File: src/rtl/regfile_fifo_ctrl_if.sv
// Enqueue/dequeue valid-ready handshake between the FIFO sequencer and the datapath.
// master = surrounding datapath (producer + consumer), slave = the FIFO controller.
interface regfile_fifo_ctrl_if #(
  parameter int W = 4
);
  logic         enq_valid;
  logic         enq_ready;
  logic [W-1:0] enq_data;
  logic         deq_valid;
  logic         deq_ready;
  logic [W-1:0] deq_data;

  modport master (
    output enq_valid, enq_data, deq_ready,
    input  enq_ready, deq_valid, deq_data
  );

  modport slave (
    input  enq_valid, enq_data, deq_ready,
    output enq_ready, deq_valid, deq_data
  );
endinterface

File: src/rtl/regfile_fifo_ctrl.sv
// First-word-fall-through FIFO sequencer over the shared 16x4 register file
// (two combinational read ports, one write port that writes on every edge).
module regfile_fifo_ctrl #(
  parameter int DEPTH    = 16,
  parameter int AW       = 4,
  parameter int W        = 4,
  parameter int AF_LEVEL = 12
) (
  input  logic                  clk,
  input  logic                  rst,
  input  logic                  flush,
  regfile_fifo_ctrl_if.slave    fifo,
  output logic [AW:0]           count,
  output logic                  empty,
  output logic                  full,
  output logic                  almost_full,
  output logic [AW-1:0]         rf_rads0,
  output logic [AW-1:0]         rf_rads1,
  input  logic [W-1:0]          rf_rdis0,
  input  logic [W-1:0]          rf_rdis1,
  output logic [AW-1:0]         rf_wads,
  output logic [W-1:0]          rf_wdata
);

  localparam logic [AW:0] DEPTH_C = (AW+1)'(DEPTH);
  localparam logic [AW:0] AF_C    = (AW+1)'(AF_LEVEL);

  logic [AW-1:0] head;
  logic [AW-1:0] tail;
  logic [AW:0]   count_q;
  logic          enq_fire;
  logic          deq_fire;

  // Status flags decode purely from the count register, so they only move at edges.
  assign empty       = (count_q == '0);
  assign full        = (count_q == DEPTH_C);
  assign almost_full = (count_q >= AF_C);
  assign count       = count_q;

  // NOTE: enq_ready deliberately ignores deq_ready; a full FIFO frees a slot only
  // after the dequeue edge, which keeps the consumer off the producer's timing path.
  assign fifo.enq_ready = ~full;
  assign fifo.deq_valid = ~empty;
  assign fifo.deq_data  = rf_rdis0;

  assign enq_fire = fifo.enq_valid & fifo.enq_ready;
  assign deq_fire = fifo.deq_valid & fifo.deq_ready;

  assign rf_rads0 = head;
  assign rf_rads1 = tail;
  assign rf_wads  = tail;

  // NOTE: the register file has no write enable, so idle cycles write the tail slot
  // back with its own value read through port 1; this passes through the register
  // file's storage and is not a combinational loop.
  assign rf_wdata = enq_fire ? fifo.enq_data : rf_rdis1;

  // NOTE: pointers and count are the only state; the register-file contents are
  // never reset because only slots between head and tail are ever presented.
  always_ff @(posedge clk or posedge rst) begin
    if (rst) begin
      head    <= '0;
      tail    <= '0;
      count_q <= '0;
    end else if (flush) begin
      head    <= '0;
      tail    <= '0;
      count_q <= '0;
    end else begin
      if (enq_fire) tail <= tail + AW'(1);
      if (deq_fire) head <= head + AW'(1);
      case ({enq_fire, deq_fire})
        2'b10:   count_q <= count_q + (AW+1)'(1);
        2'b01:   count_q <= count_q - (AW+1)'(1);
        default: count_q <= count_q;
      endcase
    end
  end

endmodule

File: src/flat_wrapper.sv
// flat-port wrapper written by rule: the top's interface ports become plain ports
module regfile_fifo_ctrl_flat 
#(
  parameter int DEPTH    = 16,
  parameter int AW       = 4,
  parameter int W        = 4,
  parameter int AF_LEVEL = 12
)
  (clk, rst, flush, count, empty, full, almost_full, rf_rads0, rf_rads1, rf_rdis0, rf_rdis1, rf_wads, rf_wdata, fifo_enq_valid, fifo_enq_data, fifo_deq_ready, fifo_enq_ready, fifo_deq_valid, fifo_deq_data);
  regfile_fifo_ctrl_if #(.W(W)) fifo_i ();
  input  logic clk;
  input  logic rst;
  input  logic flush;
  output logic [AW:0] count;
  output logic empty;
  output logic full;
  output logic almost_full;
  output logic [AW-1:0] rf_rads0;
  output logic [AW-1:0] rf_rads1;
  input  logic [W-1:0] rf_rdis0;
  input  logic [W-1:0] rf_rdis1;
  output logic [AW-1:0] rf_wads;
  output logic [W-1:0] rf_wdata;
  input wire logic [$bits(fifo_i.enq_valid)-1:0] fifo_enq_valid;
  input wire logic [$bits(fifo_i.enq_data)-1:0] fifo_enq_data;
  input wire logic [$bits(fifo_i.deq_ready)-1:0] fifo_deq_ready;
  output wire logic [$bits(fifo_i.enq_ready)-1:0] fifo_enq_ready;
  output wire logic [$bits(fifo_i.deq_valid)-1:0] fifo_deq_valid;
  output wire logic [$bits(fifo_i.deq_data)-1:0] fifo_deq_data;
  assign fifo_i.enq_valid = fifo_enq_valid;
  assign fifo_i.enq_data = fifo_enq_data;
  assign fifo_i.deq_ready = fifo_deq_ready;
  assign fifo_enq_ready = fifo_i.enq_ready;
  assign fifo_deq_valid = fifo_i.deq_valid;
  assign fifo_deq_data = fifo_i.deq_data;
  regfile_fifo_ctrl #(.DEPTH(DEPTH), .AW(AW), .W(W), .AF_LEVEL(AF_LEVEL)) u_core (.clk(clk), .rst(rst), .flush(flush), .fifo(fifo_i), .count(count), .empty(empty), .full(full), .almost_full(almost_full), .rf_rads0(rf_rads0), .rf_rads1(rf_rads1), .rf_rdis0(rf_rdis0), .rf_rdis1(rf_rdis1), .rf_wads(rf_wads), .rf_wdata(rf_wdata));
endmodule
File: config.mk
export PLATFORM = sky130hd
export DESIGN_NAME = regfile_fifo_ctrl_flat
export DESIGN_NICKNAME = d
export VERILOG_FILES = /design/src/rtl/regfile_fifo_ctrl_if.sv /design/src/rtl/regfile_fifo_ctrl.sv /design/src/flat_wrapper.sv
export SDC_FILE = /design/constraint.sdc
export NUM_CORES = 1
export LEC_CHECK = 0
export ABC_AREA = 1
export BUFFER_PORTS_ARGS = -buffer_cell sky130_fd_sc_hd__buf_2
export CAP_MARGIN = 20
export CELL_PAD_IN_SITES_DETAIL_PLACEMENT = 1
export CELL_PAD_IN_SITES_GLOBAL_PLACEMENT = 2
export CORE_AREA = 5 5 69 71
export DETAILED_ROUTE_END_ITERATION = 16
export DIE_AREA = 0 0 74 76
export GPL_ROUTABILITY_DRIVEN = 0
export PLACE_DENSITY = 0.76
export SLEW_MARGIN = 5
export SYNTH_ARGS = -nofsm -noshare
export SYNTH_HDL_FRONTEND = slang
export SYNTH_SLANG_ARGS = --single-unit
export TNS_END_PERCENT = 5
File: constraint.sdc
create_clock -name clk -period 3.85 [get_ports clk]
set_input_delay 0.1925 -clock clk [delete_from_list [all_inputs] [get_ports clk]]
set_output_delay 0.1925 -clock clk [all_outputs]
set_load 0.01 [all_outputs]
* Word-level counts from Yosys, hierarchy flattened
Cells that the tools add are included.
** Word-level totals
- Flip-flop bits (word level) :: 13
- Output and inout bits :: 30
- Input port bits :: 17
** Operators by class
- Bitwise operators :: 4
- Add/sub/neg operators :: 4
- Multiplexer cells :: 7
- Reduce and logical (&&, ||, !) cells :: 4
- Equality and inequality tests :: 3
- Magnitude comparators :: 1
** Operator list (count)
- $mux 4 :: 5
- $pmux 5 s2 :: 1
- $add 4x1->4 const B :: 2
- $add 5x1->5 const B :: 1
- $eq 5x5->1 const B :: 1
- $ge 5x4->1 const B :: 1
- $logic_not 5->1 :: 1
- $mux 5 :: 1
- $sub 5x1->5 const B :: 1
- $reduce_bool 2->1 :: 2
- $reduce_bool 3->1 :: 1
- $and 1x1->1 :: 2
- $eq 2x1->1 const B :: 1
- $eq 2x2->1 const B :: 1
- $not 1->1 :: 2

* Logic depth before layout (Yosys ltp)
Gate-level depths: netlist of the first run.
- Word-level depth :: 6
- Depth in mapped cells :: 15
- Gate-level depth less buffers :: 15

* Worst setup path after synthesis of the first run
Ideal clock, no wire load.
- Path type :: register to register
- From :: register u_core.count_q[3] (netlist: u_core.count[3])
- To :: register u_core.count_q[4] (netlist: u_core.count[4])
- Path buffers :: 1
- Period minus slack after synthesis :: 2103 ps
- Data arrival time :: 1987 ps
- Cell stages (with the launch flop) :: 16
- Setup time :: 116 ps
- Slack :: 1747 ps
- Cell sequence :: dfrtp_1 > nor2_2 > nand3_2 > nand2_4 > buf_12 > nand2_8 > fa_1 > nand3b_1 > nand2_1 > nand2_1 > nand2_1 > inv_1 > nand2_1 > nand2_1 > nand2_1 > nand2_1
** On the way
- Word-level cells in the longest chain between the ends :: 6
- Elaborated cells on any way between the ends :: 13
- Classes of those cells :: add/sub: 2; eq/ne: 3; mux: 2; bitwise: 4; reduce/logical: 2
** RTL lines
- from (decl) :: line regfile_fifo_ctrl.sv:30 : logic [AW:0] count_q;
- from (signal assigned) :: line regfile_fifo_ctrl.sv:73 : 2'b10: count_q <= count_q + (AW+1)'(1);
- from (signal assigned) :: line regfile_fifo_ctrl.sv:74 : 2'b01: count_q <= count_q - (AW+1)'(1);
- from (signal assigned) :: line regfile_fifo_ctrl.sv:75 : default: count_q <= count_q;
- $eq 5x5->1 * :: line regfile_fifo_ctrl.sv:36 : assign full = (count_q == DEPTH_C);
- $not 1->1 * :: line regfile_fifo_ctrl.sv:42 : assign fifo.enq_ready = ~full;
- net fifo_enq_ready :: line flat_wrapper.sv:27 : output wire logic [$bits(fifo_i.enq_ready)-1:0] fifo_enq_ready;
- $and 1x1->1 * :: line regfile_fifo_ctrl.sv:46 : assign enq_fire = fifo.enq_valid & fifo.enq_ready;
- $eq 2x1->1 / $eq 2x2->1 (equally long branches) :: line regfile_fifo_ctrl.sv:72 : case ({enq_fire, deq_fire})
- $pmux 5 s2 :: line regfile_fifo_ctrl.sv:72
- $mux 5 :: line regfile_fifo_ctrl.sv:65 : end else if (flush) begin
Mark *: on every way through the listed nets, which the timed path passes. The rest lies on a longest branch.
A chain may end at the register's enable or synchronous reset.

* Worst setup path after layout of the first run
- From :: register u_core.count_q[3] (netlist: u_core.count[3])
- To :: register u_core.count_q[4] (netlist: u_core.count[4])
** On the way
- Word-level cells in the longest chain between the ends :: 6
- Elaborated cells on any way between the ends :: 13
- Classes of those cells :: add/sub: 2; eq/ne: 3; mux: 2; bitwise: 4; reduce/logical: 2
** RTL lines (line)
- $eq 5x5->1 / $logic_not 5->1 (equally long branches) :: regfile_fifo_ctrl.sv:36, regfile_fifo_ctrl.sv:35
- $not 1->1, on equally long branches :: regfile_fifo_ctrl.sv:42, regfile_fifo_ctrl.sv:43
- $and 1x1->1, on equally long branches :: regfile_fifo_ctrl.sv:46, regfile_fifo_ctrl.sv:47
- $eq 2x1->1 / $eq 2x2->1 (equally long branches) :: regfile_fifo_ctrl.sv:72
- $pmux 5 s2 :: regfile_fifo_ctrl.sv:72
- $mux 5 :: regfile_fifo_ctrl.sv:65
Parallel ways exist; a longest one is shown, timed or not.

==> impl_results.md, run 1 <==
* Status: complete, but fails checks
* Failing checks: negative hold slack
* Num CTS Buffers at 3
* H-tree levels at 1
* Setup TNS Final at 0 ns
* CORE AREA at 4170 µm²
* Final period util at 58.6%
* Critical path endpoint category: register
* Worst rel slew slack at 62.8%
* Worst-Skew Late Latency at 0.25 ns
* Setup crit start kind: register
* Final hold slack at -0.0166 ns
* CTS tree: done
* Die Area at 5620 µm²
* First-pass GRT wire length at 4.55 mm
* DRC Markers at 0
* Syn Nets at 148
* Routed WL at 2.66 mm
* Setup Fix Bufs, Post-CTS at 0
* Via count at 889
* I/O pin count at 47
* Period minus WS final at 2.26 ns
* Vias in the first global route at 949
* Share of layout cells above drive strength 1 at 35.4%
* Mapped Cells at 125
* Resize count post-CTS at 0
* Lkg Pwr at 0.000705 µW
* Synth warn at 0
* Diodes inserted at 0
* Critical path's most frequent cell: nand2_1
* Slew @ Worst Pin at 0.557 ns
* Initial DRC Count at 6
* Total GRT Usage at 10.1%
* CTS Buffer Depth at 2
* Most frequent cells in the layout: nand2_1, buf_2, inv_1, dfrtp_1, nor2_1
* Worst Path Required at 3.99 ns
* Worst hold path type: in -> async
* Initial antenna violation count at 0
* DPL Wire Length at 2.18 mm
* Post-CTS Hold Buffers at 0
* Max-slew violation count at 0
* Row Count at 24
* CP Max Fanout at 11
* Nets at 182
* RSZ-0062 raised after global routing: false
* Reg clk slew, reported paths at 0.06 ns
* Worst Skew at 0.00213 ns
* CP max-delay cell: dfrtp_1
* Crit path cell chain: nor2_2, nand3_2, nand2_4, inv_2, nor2_2, ha_1, a21oi_1, nand3_1, nand2_1, inv_1, nand2_1, nand2_1, nand2_1, nand2_1
* CP Data Arrival Time at 2.40 ns
* Clock root cell: clkbuf_8
* Routed Antenna Nets at 0
* Most common cell after layout, fill and taps aside: nand2_1
* Max-cap violations at 0
* Starting Density at 23.1%
* DP Area at 1140 µm²
* Clock Sinks at 13
* Kind of critical path: reg -> reg
* Max incr delay on CP at 0.45 ns
* First-pass DRT Iterations at 2
* Maximum number of pins on one net before global-route repair at 14
* Netlist Area Pre-Place at 966 µm²
* Routed len/inst at 12.7 µm
* Yosys reg bits at 13
* Area growth from synthesis to layout at 22.9%
* Grt total ovfl at 0
* Design Area, Final at 1190 µm²
* Port buffer count at 38
* Fmax at 0.443 GHz
* Final setup fails at 0
* Netlist cell types at 24
* Peak supply drop at 0.000298 V
* Die height at 76 µm
* Hold Vio Cnt, Final at 13
* Pwr/cell area at 638 nW/µm²
* Sequential share of the synthesized area at 33.7%
* Mapped Avg Cell Area at 7.73 µm²
* Via density at 4.23
* Die width at 74 µm
routing by layer:
metal / up-vias / part of all wire (%) / track usage (%)
li1: 445 / - / -
met4: 0 / 2.2 / 2.90
met1: 409 / 39 / 11.6
met2: 25 / 53 / 17.8
met5: - / 0 / 0
met3: 10 / 5.7 / 2.90
power breakdown:
| part | switching [µW] | internal [µW] | leakage, µW |
|---|---|---|---|
| clock | 57.6 | 71.7 | 0.0000255 |
| sequential | 46.2 | 168 | 0.000176 |
| combinational | 259 | 156 | 0.000503 |
sequential cells by signal, indices dropped and copies added, names as in the netlist:
name             cells
u_core.rf_rads1      4
u_core.count         5
u_core.rf_rads0      4
cells by family after synthesis:
group / share of synthesized area (%)
simple gates: 33.4
buf+inv: 14.8
flops: 33.7
compound gates: 6.86
fa+ha+maj: 8.55
xor+xnor: 2.72
cells in the mapped netlist, drive strengths merged:
cell type  number  area share [%]
nand2          43              20
inv            16             6.5
nor2           14             6.2
dfrtp          13              34
buf             9             8.3
nand3           7             5.2
a21oi           6             4.3
ha              5             6.5
o21ai           5             2.6
nor3            2             1.0
xor2            2             1.8
fa              1             2.1
nand3b          1            0.78
xnor2           1            0.91
path summary, 6_finish.rpt:
kind / slack [ns] / endpoint / depth (start not counted) / start
max: 1.59 / u_core.count[4] / 14 / u_core.count[3]
min: -0.02 / u_core.rf_rads0[1] / 2 / rst
max reg2reg: 1.59 / u_core.count[4] / 14 / u_core.count[3]
min reg2reg: 0.49 / u_core.rf_rads0[2] / 1 / u_core.rf_rads0[2]
max in group asynchronous: 3.50 / u_core.rf_rads1[1] / 2 / rst
min in group clk: 0.20 / u_core.rf_rads0[1] / 2 / flush
worst max-delay path, delay by kind of cell (launching register included):
kind | cells | cell delay, ns
and+or+nand+nor | 10 | 1.06
DFF | 1 | 0.45
adders and majority gates | 1 | 0.30
AOI/OAI and AO/OA | 1 | 0.20
buffers and inverters | 2 | 0.14
metrics by stage:
stage	std cells	utilization (%)	power (µW)	hold WS, ns	worst slack [ns]
6_report	210	28.4	758	-0.0166	1.59
5_1_grt	210	28.4	833	0.0372	1.31
3_5_place_dp	206	27.3	639	0.286	1.59
4_1_cts	210	28.4	775	0.0179	1.56
3_3_place_gp	206	27.3	630	0.266	1.68
2_1_floorplan	125	-	511	0.0695	1.75
area by class of cell:
cell class,count,area [µm²]
timing repair buffer,38,190
clock buffer,3,41.3
tap,52,65.1
sequential,13,325
multi-input combinational,87,498
inverter,16,62.6
fill,526,2990
clock inverter,1,5.00
No activity file was read; power rests on OpenSTA's default activity.
==> run 2, diff against run 1 <==
Settings changed: ABC_AREA 1 to 0, CORE_AREA 5 5 69 71 to 5 5 73 75, DIE_AREA 0 0 74 76 to 0 0 78 80, PLACE_DENSITY 0.76 to 0.7.
Clock period 3.85 ns to 2 ns, I/O delays scaled along.
==> impl_results.md, run 2 <==
* Worst hold path type: in -> reg (was in -> async)
* Combinational group share of total power at 65.8% (was 54.6%)
* CP Data Arrival Time at 2.76 ns (was 2.40 ns)
* Initial antenna violation count at 0 (unchanged)
* Pwr/cell area at 1300 nW/µm² (was 638 nW/µm²)
* Clk pwr share at 13.7% (was 17.1%)
* Hold Vio Cnt, Final at 0 (was 13)
* Clock Sinks at 13 (unchanged)
* Simple-Gate Fraction of Synth Area at 16.9% (was 33.4%)
* Post-synth top flop: dfrtp_1 (unchanged)
* Grt total ovfl at 0 (unchanged)
* Worst Path Required at 2.17 ns (was 3.99 ns)
* DPL Wire Length at 2.57 mm (was 2.18 mm)
* Clock root cell: clkbuf_8 (unchanged)
* Mapped Cells at 113 (was 125)
* CTS tree: done (unchanged)
* Kind of critical path: reg -> reg (unchanged)
* Fmax at 0.387 GHz (was 0.443 GHz)
* Worst-Skew Late Latency at 0.25 ns (about the same)
* Maximum number of pins on one net before global-route repair at 14 (unchanged)
* Int Pwr at 1010 µW (was 396 µW)
* Max-slew violation count at 0 (unchanged)
* Routed len/inst at 15.0 µm (was 12.7 µm)
* Syn Nets at 136 (was 148)
* Worst R2R Setup Slack at -0.58 ns (was 1.59 ns)
* Die height at 80 µm (was 76 µm)
* Area growth from synthesis to layout at 38.1% (was 22.9%)
* Slew @ Worst Pin at 0.549 ns (was 0.557 ns)
* Status: complete, but fails checks (unchanged)
* Final period util at 129% (was 58.6%)
* Post-synthesis mux area share at 9.98% (was 0%)
* H-tree levels at 1 (unchanged)
* I/O pin count at 47 (unchanged)
* Reg clk slew, reported paths at 0.06 ns (about the same)
* Initial DRC Count at 48 (was 6)
* Area contributors post-synth: dfrtp_1, ha_1, buf_4 (was dfrtp_1, nand2_1, ha_1)
* Sw frac at 44.5% (was 47.8%)
* Yosys reg bits at 13 (unchanged)
* DRC Markers at 0 (unchanged)
* Routed WL at 3.18 mm (was 2.66 mm)
* Worst rel slew slack at 63.4% (was 62.8%)
* Post-synthesis compound-gate area fraction at 16.1% (was 6.87%)
* Most common cell in the netlist: dfrtp_1 (was nand2_1)
* Synth warn at 0 (unchanged)
* Vias in the first global route at 1119 (was 949)
* Netlist cell types at 37 (was 24)
* Period minus WS final at 2.58 ns (was 2.26 ns)
* Most frequent cells in the layout: buf_2, buf_4, nor2_1, dfrtp_1 (was nand2_1, buf_2, inv_1, dfrtp_1, nor2_1)
* CP Max Fanout at 3 (was 11)
* Routed Antenna Nets at 0 (unchanged)
* Design Power at 1820 µW (was 758 µW)
* Via density at 4.61 (was 4.23)
* CTS Buffer Depth at 2 (unchanged)
* First-pass DRT Iterations at 4 (was 2)
* Total GRT Usage at 10.6% (was 10.1%)
* Max-cap violations at 0 (unchanged)
* Starting Density at 22.1% (was 23.1%)
* Diodes inserted at 0 (unchanged)
* Yosys top cell area share at 32.0% (was 33.7%)
* Max reg flops at 5 (unchanged)
* Die Area at 6240 µm² (was 5620 µm²)
* DP Worst Slack at -0.608 ns (was 1.59 ns)
* Asr flop ratio synth at 100% (unchanged)
* Slack of the critical path at -0.584 ns (was 1.59 ns)
* Post-synth EDFFs at 0 (unchanged)
* Nets at 182 (unchanged)
* Port buffer count at 38 (unchanged)
* Share of layout cells above drive strength 1 at 46.8% (was 35.4%)
* Num CTS Buffers at 3 (unchanged)
* CORE AREA at 4600 µm² (was 4170 µm²)
* Via count at 977 (was 889)
* Die width at 78 µm (was 74 µm)
* Failing checks: negative setup slack (was negative hold slack)
* First-pass GRT wire length at 5.32 mm (was 4.55 mm)
* Worst Skew at 0.00212 ns (was 0.00213 ns)
* Largest family of logic cells by synthesized area: simple AND/OR/NAND/NOR gates (unchanged)
* Post-synth top cells: dfrtp_1, nor2_1, a21oi_1, buf_4, inv_1 (was nand2_1, dfrtp_1, inv_1, nor2_1, buf_4)
* Post-synthesis adder-cell area fraction at 8.13% (was 8.55%)
* NetSw at 811 µW (was 362 µW)
* Top cell type by total area after synthesis: dfrtp_1 (unchanged)
* Sequential share of the synthesized area at 32.0% (was 33.7%)
* RSZ-0062 raised after global routing: true (was false)
* Mapped Avg Cell Area at 8.99 µm² (was 7.73 µm²)
* Netlist Area Pre-Place at 1020 µm² (was 966 µm²)
* Lkg Pwr at 0.000731 µW (was 0.000705 µW)
* Reg power frac at 20.5% (was 28.3%)
* Row Count at 25 (was 24)
* Synth Area in XOR/XNOR at 5.17% (was 2.72%)
* Critical path endpoint category: register (unchanged)
* Most common cell after layout, fill and taps aside: buf_2 (was nand2_1)
* Final setup fails at 8 (was 0)
* Setup crit start kind: register (unchanged)
* Peak supply drop at 0.000401 V (was 0.000298 V)
[run 2: cell types whose count changed in the layout (fill, tap and decap cells not counted), sizes merged, moves of 3 or more]
| cell | delta |
|---|---|
| buf | +15 |
| inv | -8 |
| mux2 | +6 |
| mux2i | +3 |
| nand2 | -36 |
| nand2b | +3 |
| nor2 | -3 |
| o211ai | +3 |
| xor2 | +3 |
[run 2: final cells by class]
| cell class | count | area (µm²) |
|---|---|---|
| Clock buffer | 3 | 41.3 |
| Clock inverter | 1 | 5.00 |
| Fill cell | 550 | 3200 |
| Inverter | 8 | 30.0 |
| Multi-Input combinational cell | 79 | 618 |
| Sequential cell | 13 | 328 |
| Tap cell | 54 | 67.6 |
| Timing Repair Buffer | 54 | 313 |
[run 2: power groups by stage]
| stage | Clock, µW | Combinational [µW] | Sequential [µW] |
|---|---|---|---|
| 2_1_floorplan | 0 | 709 | 423 |
| 5_1_grt | 266 | 1320 | 384 |
| 3_3_place_gp | 0 | 1150 | 376 |
| 3_5_place_dp | 0 | 1170 | 380 |
| 4_1_cts | 253 | 1210 | 376 |
| 6_report | 249 | 1200 | 373 |
[run 2: routing by layer]
layer	wire length, µm	share of wire [%]	vias to the layer above	GRT usage, %
li1	-	-	479	-
met1	1470	46	454	13.1
met2	1470	46	41	18.4
met3	204	6.4	3	2.60
met4	27	0.85	0	2.70
met5	0	0	-	0
[run 2: cells by family (layout without fill, tap and decap cells)]
logic type      after synthesis  count (layout)
simple gates                 34              34
compound gates               24              24
xor+xnor                      6               6
mux                           9               9
fa+ha+maj                     6               6
flops                        13              13
buf+inv                      21              66
[run 2: worst paths after layout]
kind	start	endpoint	depth (start not counted)
setup / recovery	u_core.count[2]	u_core.count[3]	9
hold / removal	flush	u_core.rf_rads1[0]	2
setup reg to reg	u_core.count[2]	u_core.count[3]	9
hold reg to reg	u_core.rf_rads0[3]	u_core.rf_rads0[3]	2
max in group asynchronous	rst	u_core.count[1]	3
min in group asynchronous	rst	u_core.rf_rads0[0]	3
[run 2: worst max-delay path, stage by stage (launching register included)]
cell and delay [ns]:
dfrtp_1 0.38, or4_4 0.58, o21ai_4 0.15, a21o_1 0.16, inv_2 0.09, ha_4 0.21, a211o_1 0.26, nand3_1 0.09
or4b_1 0.43, a21oi_1 0.16
[run 2: stage by stage]
stage               area [µm²]  std cells  TNS, ns  util, %  hold WS, ns
global placement          1330        206    -1.17     29.0        0.176
detailed placement        1330        206    -1.50     29.0        0.188
finish                    1400        212    -2.03     30.5        0.198
floorplan                 1060        113    -1.61        -      -0.0232
CTS                       1400        212    -2.19     30.5        0.200
global route              1400        212    -2.77     30.5        0.200
[run 2: timing repair]
action / CTS / global route
setup endpoints to repair: 8 / 8
buffers inserted: 1 / 0
gates cloned: 0 / 0
gates resized for setup: 1 / 0
pin swaps: 5 / 1
hold endpoints to repair: 13 / 0
hold buffers: 1 / 0
==> run 3, diff against run 2 <==
Settings changed: ABC_AREA 0 to default.
Clock period 2 ns to 2.1 ns, I/O delays scaled along.
==> impl_results.md, run 3 (synthesis gave the netlist of run 2 again) <==
* Vias in the first global route at 1161 (was 1119)
* Setup crit start kind: register (unchanged)
* Via density at 4.73 (was 4.61)
* DRC Markers at 0 (unchanged)
* Area growth from synthesis to layout at 36.3% (was 38.1%)
* Routed WL at 3.21 mm (was 3.18 mm)
* Maximum number of pins on one net before global-route repair at 14 (unchanged)
* First-pass GRT wire length at 5.64 mm (was 5.32 mm)
* Worst Reg2Reg Path Length in Cells at 9 (unchanged)
* CTS Buffer Depth at 2 (unchanged)
* Worst Path Required at 2.27 ns (was 2.17 ns)
* I/O pin count at 47 (unchanged)
* Post-route core utilization at 30.1% (was 30.5%)
* Worst-Skew Late Latency at 0.25 ns (about the same)
* DPL Wire Length at 2.58 mm (was 2.57 mm)
* Row Count at 25 (unchanged)
* Critical path endpoint category: register (unchanged)
* CTS tree: done (unchanged)
* Die Area at 6240 µm² (unchanged)
* Via count at 993 (was 977)
* Setup TNS Final at -1.57 ns (was -2.03 ns)
* Fill cells at 555 (was 550)
* RSZ-0062 raised after global routing: true (unchanged)
* Initial antenna violation count at 0 (unchanged)
* Design Area, Final at 1390 µm² (was 1400 µm²)
* Diodes inserted at 0 (unchanged)
* Max-slew violation count at 0 (unchanged)
* Final setup fails at 7 (was 8)
* Status: complete, but fails checks (unchanged)
* Port buffer count at 38 (unchanged)
* Worst hold path type: in -> out (was in -> reg)
* Fmax at 0.387 GHz (about the same)
* Max reg flops at 5 (unchanged)
* Worst R2R Setup Slack at -0.48 ns (was -0.58 ns)
* Kind of critical path: reg -> reg (unchanged)
* Grt total ovfl at 0 (unchanged)
* Slew @ Worst Pin at 0.539 ns (was 0.549 ns)
* Max-cap violations at 0 (unchanged)
* Failing checks: negative setup slack (unchanged)
* Design Power at 1730 µW (was 1820 µW)
* Die width at 78 µm (unchanged)
* Final period util at 123% (was 129%)
* Routed Antenna Nets at 0 (unchanged)
* Clock Sinks at 13 (unchanged)
* DP Worst Slack at -0.482 ns (was -0.608 ns)
* Min-delay src: rf_rdis0[3] (was flush)
* CP Max Fanout at 3 (unchanged)
* Die height at 80 µm (unchanged)
* CORE AREA at 4600 µm² (unchanged)
* Peak supply drop at 0.000432 V (was 0.000401 V)
* Most frequent cells in the layout: buf_2, buf_4, nor2_1, dfrtp_1 (unchanged)
* Multi-input logic area at 617 µm² (was 618 µm²)
* CP Data Arrival Time at 2.75 ns (was 2.76 ns)
* Slack of the critical path at -0.481 ns (was -0.584 ns)
* Lkg Pwr at 0.000710 µW (was 0.000731 µW)
* First-pass DRT Iterations at 4 (unchanged)
* Worst Skew at 0.00610 ns (was 0.00212 ns)
* Register Area at 328 µm² (unchanged)
* Period minus WS final at 2.58 ns (about the same)
* Most common cell after layout, fill and taps aside: buf_2 (unchanged)
* Nets at 180 (was 182)
* Num CTS Buffers at 3 (unchanged)
* Reg-to-Reg End: u_core.count[3] (unchanged)
* DP Area at 1320 µm² (was 1330 µm²)
* Worst rel slew slack at 64.0% (was 63.4%)
* Routed len/inst at 15.3 µm (was 15.0 µm)
* Total GRT Usage at 11.1% (was 10.6%)
* Initial DRC Count at 41 (was 48)
* Starting Density at 22.1% (unchanged)
* Hold Vio Cnt, Final at 0 (unchanged)
* Share of layout cells above drive strength 1 at 45.5% (was 46.8%)
* Reg clk slew, reported paths at 0.06 ns (about the same)
* Hold Path Stages at 0 (was 2)
* Critical R2R Launch: u_core.count[1] (was u_core.count[2])
* Pwr/cell area at 1250 nW/µm² (was 1300 nW/µm²)
* Hold Crit Endpoint: fifo_deq_data[3] (was u_core.rf_rads1[0])
* H-tree levels at 1 (unchanged)
* Clock root cell: clkbuf_8 (unchanged)
run 3: worst max-delay path, cell delays in order (launching register included):
cell     delay [ns]
dfrtp_2        0.40
or4_4          0.57
o21ai_4        0.14
a21o_1         0.17
inv_2          0.09
ha_4           0.26
or2_4          0.23
nand3_1        0.08
or4b_1         0.44
a21oi_1        0.13
run 3: metal layers:
layer  track usage [%]  vias up  wire [µm]
li1                  -      472          -
met3              3.39        4        234
met5                 0        -          0
met4              1.86        0         27
met2              19.7       40       1590
met1              13.3      477       1350
run 3: report_power, final:
| part | internal, µW | total (µW) | switching (µW) |
|---|---|---|---|
| Clock | 134 | 236 | 102 |
| Sequential | 307 | 355 | 47.5 |
| Combinational | 512 | 1140 | 623 |
run 3: layout make-up:
cell class	instances	area share [%]
well taps	54	4.88
repair buffers	52	21.5
multi-input cells	79	44.5
clock buffers	4	3.25
flip-flops and latches	13	23.7
inverters	8	2.17
run 3: stage by stage:
stage	cells	hold WS, ns
after floorplan	113	-0.0182
after global placement	204	0.180
after detailed placement	204	0.201
after CTS	210	0.210
after global routing	210	0.210
final	210	0.210
run 3: timing repair:
| action | CTS | global route |
|---|---|---|
| setup endpoints to repair | 8 | 8 |
| hold endpoints to repair | 13 | 0 |
| buffers inserted | 1 | 0 |
| gates resized for setup | 1 | 0 |
| hold buffers | 1 | 0 |
| pin swaps | 4 | 1 |
run 3: worst max-delay path by stage:
| stage | cells past startpoint | start | endpoint | slack (ns) |
|---|---|---|---|---|
| global placement | 9 | u_core.count[1] | u_core.count[3] | -0.43 |
| detailed placement | 9 | u_core.count[1] | u_core.count[3] | -0.48 |
| CTS | 9 | u_core.count[3] | u_core.count[3] | -0.51 |
| finish | 9 | u_core.count[1] | u_core.count[3] | -0.48 |
| floorplan | 10 | u_core.count[1] | u_core.count[3] | -0.57 |
| global route | 9 | u_core.count[1] | u_core.count[3] | -0.59 |
